[config.mk]
export PLATFORM = sky130hd
export DESIGN_NAME = if_stage
export DESIGN_NICKNAME = d
export VERILOG_FILES = /design/src/rtl/if_stage.sv
export SDC_FILE = /design/constraint.sdc
export NUM_CORES = 1
export LEC_CHECK = 0
export ABC_AREA = 1
export CAP_MARGIN = 20
export CORE_ASPECT_RATIO = 0.9
export CORE_MARGIN = 1.5
export CORE_UTILIZATION = 52
export DETAILED_ROUTE_END_ITERATION = 7
export PLACE_DENSITY = 0.92
export RECOVER_POWER = 100
export SLEW_MARGIN = 40
export SYNTH_ARGS = -nofsm -noshare
export SYNTH_HDL_FRONTEND = slang
export SYNTH_SLANG_ARGS = --single-unit
export TNS_END_PERCENT = 10
[constraint.sdc]
create_clock -name clk -period 1.8 [get_ports clk]
set_input_delay 0.45 -clock clk [delete_from_list [all_inputs] [get_ports clk]]
set_output_delay 0.45 -clock clk [all_outputs]
set_load 0.03 [all_outputs]
[src/rtl/if_stage.sv]
// Instruction fetch stage: holds the fetch PC, issues one-outstanding imem requests,
// and feeds {pc, inst, valid} to ID through a 1-entry skid, squashing wrong-path fetches.
package core;
  typedef struct packed {
    logic [31:0] pc;
    logic [31:0] inst;
    logic        valid;
  } if_id_t;

  localparam if_id_t if_id_rst = '0;
endpackage

// state  | meaning
// S_IDLE | no request outstanding, waiting for en
// S_REQ  | request at pc outstanding
// S_SKID | fetched word parked in skid while ID stalls
// S_DROP | wrong-path request outstanding, response will be discarded
module if_stage #(
  parameter logic [31:0] RESET_PC = 32'h0000_0000
) (
  input  logic         clk,
  input  logic         rst,
  input  logic         en,
  input  logic         next_rdy,
  input  logic         redirect_valid,
  input  logic [31:0]  redirect_pc,
  output logic         imem_req,
  output logic [31:0]  imem_addr,
  input  logic         imem_ack,
  input  logic [31:0]  imem_rdata,
  output core::if_id_t if_id,
  output logic         rdy
);

  typedef enum logic [1:0] {S_IDLE, S_REQ, S_SKID, S_DROP} state_t;

  state_t       state_q, state_d;
  logic [31:0]  pc_q, pc_d;
  logic [31:0]  drop_addr_q, drop_addr_d;
  logic [31:0]  skid_pc_q, skid_pc_d;
  logic [31:0]  skid_inst_q, skid_inst_d;
  core::if_id_t if_id_q, if_id_d;
  logic         free;
  logic         unused_redirect_lsb;

  assign unused_redirect_lsb = ^redirect_pc[1:0];

  assign free      = !if_id_q.valid || next_rdy;
  assign imem_req  = (state_q == S_REQ) || (state_q == S_DROP);
  // pc already points at the redirect target while a dropped request drains
  assign imem_addr = (state_q == S_DROP) ? drop_addr_q : pc_q;
  assign if_id     = if_id_q;
  assign rdy       = en && next_rdy;

  always_comb begin
    state_d     = state_q;
    pc_d        = pc_q;
    drop_addr_d = drop_addr_q;
    skid_pc_d   = skid_pc_q;
    skid_inst_d = skid_inst_q;
    if_id_d     = if_id_q;
    if (next_rdy) if_id_d.valid = 1'b0;

    if (redirect_valid) begin
      pc_d          = {redirect_pc[31:2], 2'b00};
      if_id_d.valid = 1'b0;
      skid_pc_d     = '0;
      skid_inst_d   = '0;
      case (state_q)
        S_REQ: begin
          if (imem_ack) begin
            state_d = S_IDLE;
          end else begin
            state_d     = S_DROP;
            drop_addr_d = pc_q;
          end
        end
        S_DROP:  state_d = imem_ack ? S_IDLE : S_DROP;
        default: state_d = S_IDLE;
      endcase
    end else begin
      case (state_q)
        S_IDLE: if (en) state_d = S_REQ;
        S_REQ: begin
          if (imem_ack) begin
            pc_d = pc_q + 32'd4;
            if (free) begin
              if_id_d = '{pc: pc_q, inst: imem_rdata, valid: 1'b1};
              state_d = en ? S_REQ : S_IDLE;
            end else begin
              skid_pc_d   = pc_q;
              skid_inst_d = imem_rdata;
              state_d     = S_SKID;
            end
          end
        end
        S_SKID: begin
          if (next_rdy) begin
            if_id_d = '{pc: skid_pc_q, inst: skid_inst_q, valid: 1'b1};
            state_d = en ? S_REQ : S_IDLE;
          end
        end
        S_DROP: if (imem_ack) state_d = en ? S_REQ : S_IDLE;
        default: state_d = S_IDLE;
      endcase
    end
  end

  always_ff @(posedge clk) begin
    if (rst) begin
      state_q     <= S_IDLE;
      pc_q        <= RESET_PC;
      drop_addr_q <= RESET_PC;
      skid_pc_q   <= '0;
      skid_inst_q <= '0;
      if_id_q     <= core::if_id_rst;
    end else begin
      state_q     <= state_d;
      pc_q        <= pc_d;
      drop_addr_q <= drop_addr_d;
      skid_pc_q   <= skid_pc_d;
      skid_inst_q <= skid_inst_d;
      if_id_q     <= if_id_d;
    end
  end

endmodule

==> flow_metrics.tcl <==
set metrics [dict create \
    syn_area_sq_mm 0.00859 \
    core_area_sq_mm 0.0161 \
    ir_worst_vdd_uv 658 \
    tns_ns -7.34 \
    first_pass_iters 7 \
    synth_top_area_share 0.436 \
    cp-start-kind "register" \
    clkLatencyLatePin_ns 0.44 \
    wire_per_inst_microns 16.0 \
    place_congestion 0.994 \
    synthCells 1243 \
    clockRootBuffer "clkbuf_16" \
    cts_buffers 17 \
    worstPathMaxFanout 21 \
    syn2layout_area_growth_pct 34.1 \
    power_density_mw_per_mm2 880 \
    nets 1492 \
    setup_ws_ns -0.257 \
    routed_wirelength_mm 26.2 \
    die_width_microns 138 \
    cts_hold_buf 0 \
    via_per_inst 5.65 \
    drt.antenna.violating_nets 0 \
    yosysTopAreaCell "dfxtp_1" \
    placementRows 44 \
    drtIter0Drc 884 \
    worst-r2r-cell-count 10 \
    grt_max_degree 43 \
    ys_warn_count 0 \
    antenna_found_initial 0 \
    start_util 0.533 \
    seq_area_sq_mm 0.00375 \
    dieArea_sq_mm 0.0173 \
    worstHoldPathType "reg -> reg" \
    synthTopCellsByArea "dfxtp_1, o21ai_0, nand2_1" \
    cap_violations 0 \
    violations "negative setup slack" \
    p_leak_uw 0.00491 \
    drc 0 \
    port_buffers 162 \
    avgSynthCellArea_sq_um 6.91 \
    rsz0062_at_grt "yes" \
    grt.total_usage 0.295 \
    slew_viol_final 0 \
    post-route-min-period_ns 2.06 \
    cts_tree "yes" \
    grt_first_pass_wirelength_mm 41.5 \
    synth-seq-area-share 0.436 \
    cts.clk_slew.worst_paths_ns 0.07 \
    hpwl_mm 17.7 \
    critical_path_arrival_ns 1.61 \
    grt_pass1_vias 8503 \
    htreeDepth 4 \
    fillers 1212 \
    hold_violations 0 \
    clock-sinks 187 \
    num_antenna_cells 0 \
    clk_path_buf_depth 2 \
    die_h_microns 125 \
    period_share 1.14 \
    path_class "reg -> out" \
    clock.fmax_ghz 0.486 \
    run_status "finished with violations" \
    synth.distinct_cells 35 \
    multi_input_area_sq_mm 0.00422 \
    holdPathStages 2 \
    dp_slack_ns -0.306 \
    setup_viol 90 \
    vias 9238 \
    drive_above_1_share 0.138 \
    cp_data_required_time_ns 1.35 \
    crit_path_end_kind "primary output" \
    finalPower_uw 10100 \
    pin_count 169 \
    fin_worst_skew_ns 0.00907 \
    overflow 0 \
    synth-seq-cells 187 \
]
-- cell type report --
cell class	count	share of cell area
clock buffers	19	0.0384
clock inverters	13	0.00956
inverters	104	0.0345
multi-input cells	871	0.366
flip-flops and latches	187	0.326
well taps	207	0.0225
repair buffers	235	0.203
-- sequential cells by signal, indices dropped and copies added (netlist names) --
signal / flops
drop_addr_q: 30
if_id: 63
pc_q: 30
skid_inst_q: 32
skid_pc_q: 30
state_q: 2
-- where the power goes --
part | leakage, uW | internal (uW) | switching, uW | total [uW]
logic | 0.00312 | 789 | 1260 | 2050
registers | 0.00152 | 4360 | 142 | 4510
clock network | 0.000266 | 1840 | 1740 | 3580
-- kinds of logic (layout without fill, tap and decap cells) --
family	count (synthesis)	count (layout)	share of synthesized area
AO/OA/AOI/OAI	370	370	0.221
XOR/XNOR	8	8	0.00816
adder cells (fa/ha/maj)	6	6	0.00874
buffers and inverters	188	371	0.0941
flip-flops	187	187	0.436
other	1	4	0.000437
AND/OR/NAND/NOR	483	483	0.232
-- cells in the final DEF (no fill, tap or decap), drive strengths merged --
cell,count
inv,109
conb,4
clkdlybuf4s50,66
nand4,3
dfxtp,187
a21oi,101
nor4,1
o211a,1
clkinv,5
dlygate4sd3,1
nand2,211
ha,6
o22ai,7
nor3,1
clkbuf,23
a211oi,2
nor2,204
a22oi,1
xor2,8
o21ai,246
a31oi,7
clkinvlp,3
dlygate4sd2,63
and2,1
nand3,62
o211ai,5
buf,101
-- final timing paths --
path,slack (ns),from,endpoint
max,-0.26,state_q[0],imem_addr[30]
min,0.45,skid_inst_q[22],skid_inst_q[22]
max reg2reg,-0.09,state_q[1],if_id[44]
min reg2reg,0.45,skid_inst_q[22],skid_inst_q[22]
-- worst max-delay path, cell delays in order (launching register included) --
cell and delay [ns]:
dfxtp_4 0.37, ha_4 0.19, buf_12 0.16, nand2_1 0.07
o21ai_1 0.09, buf_4 0.16, buf_6 0.13
-- Yosys cell counts (all sizes together) --
| master | count |
|---|---|
| nand4 | 3 |
| nor3 | 1 |
| a22oi | 1 |
| buf | 32 |
| and2 | 1 |
| a21oi | 101 |
| o211a | 1 |
| o22ai | 7 |
| nor4 | 1 |
| inv | 103 |
| nand3 | 62 |
| o21ai | 246 |
| clkbuf | 52 |
| conb | 1 |
| xor2 | 8 |
| a31oi | 7 |
| a211oi | 2 |
| clkinv | 1 |
| ha | 6 |
| o211ai | 5 |
| nor2 | 204 |
| nand2 | 211 |
| dfxtp | 187 |
-- metrics by stage --
step	cells	hold slack, ns	utilization	area, sq um
finish	1636	0.452	0.714	11500
global route	1636	0.465	0.714	11500
CTS	1634	0.453	0.708	11400
detailed placement	1598	0.443	0.665	10700
global placement	1598	0.431	0.665	10700
floorplan	1246	0.424	-	8600
-- layer usage --
layer	vias to the layer above	GRT usage	wire length, microns
met5	-	0	0
met4	0	0.126	886
met3	79	0.0574	2360
met2	477	0.482	12300
met1	4281	0.384	10600
li1	4401	-	-
-- repair_timing --
item | CTS | global route
pin swaps | 3 | 7
resized for setup | 136 | 49
cloned | 2 | 0
buffers inserted | 2 | 2
setup endpoints to repair | 112 | 146
Note: power is estimated with default switching activity, not from simulation.
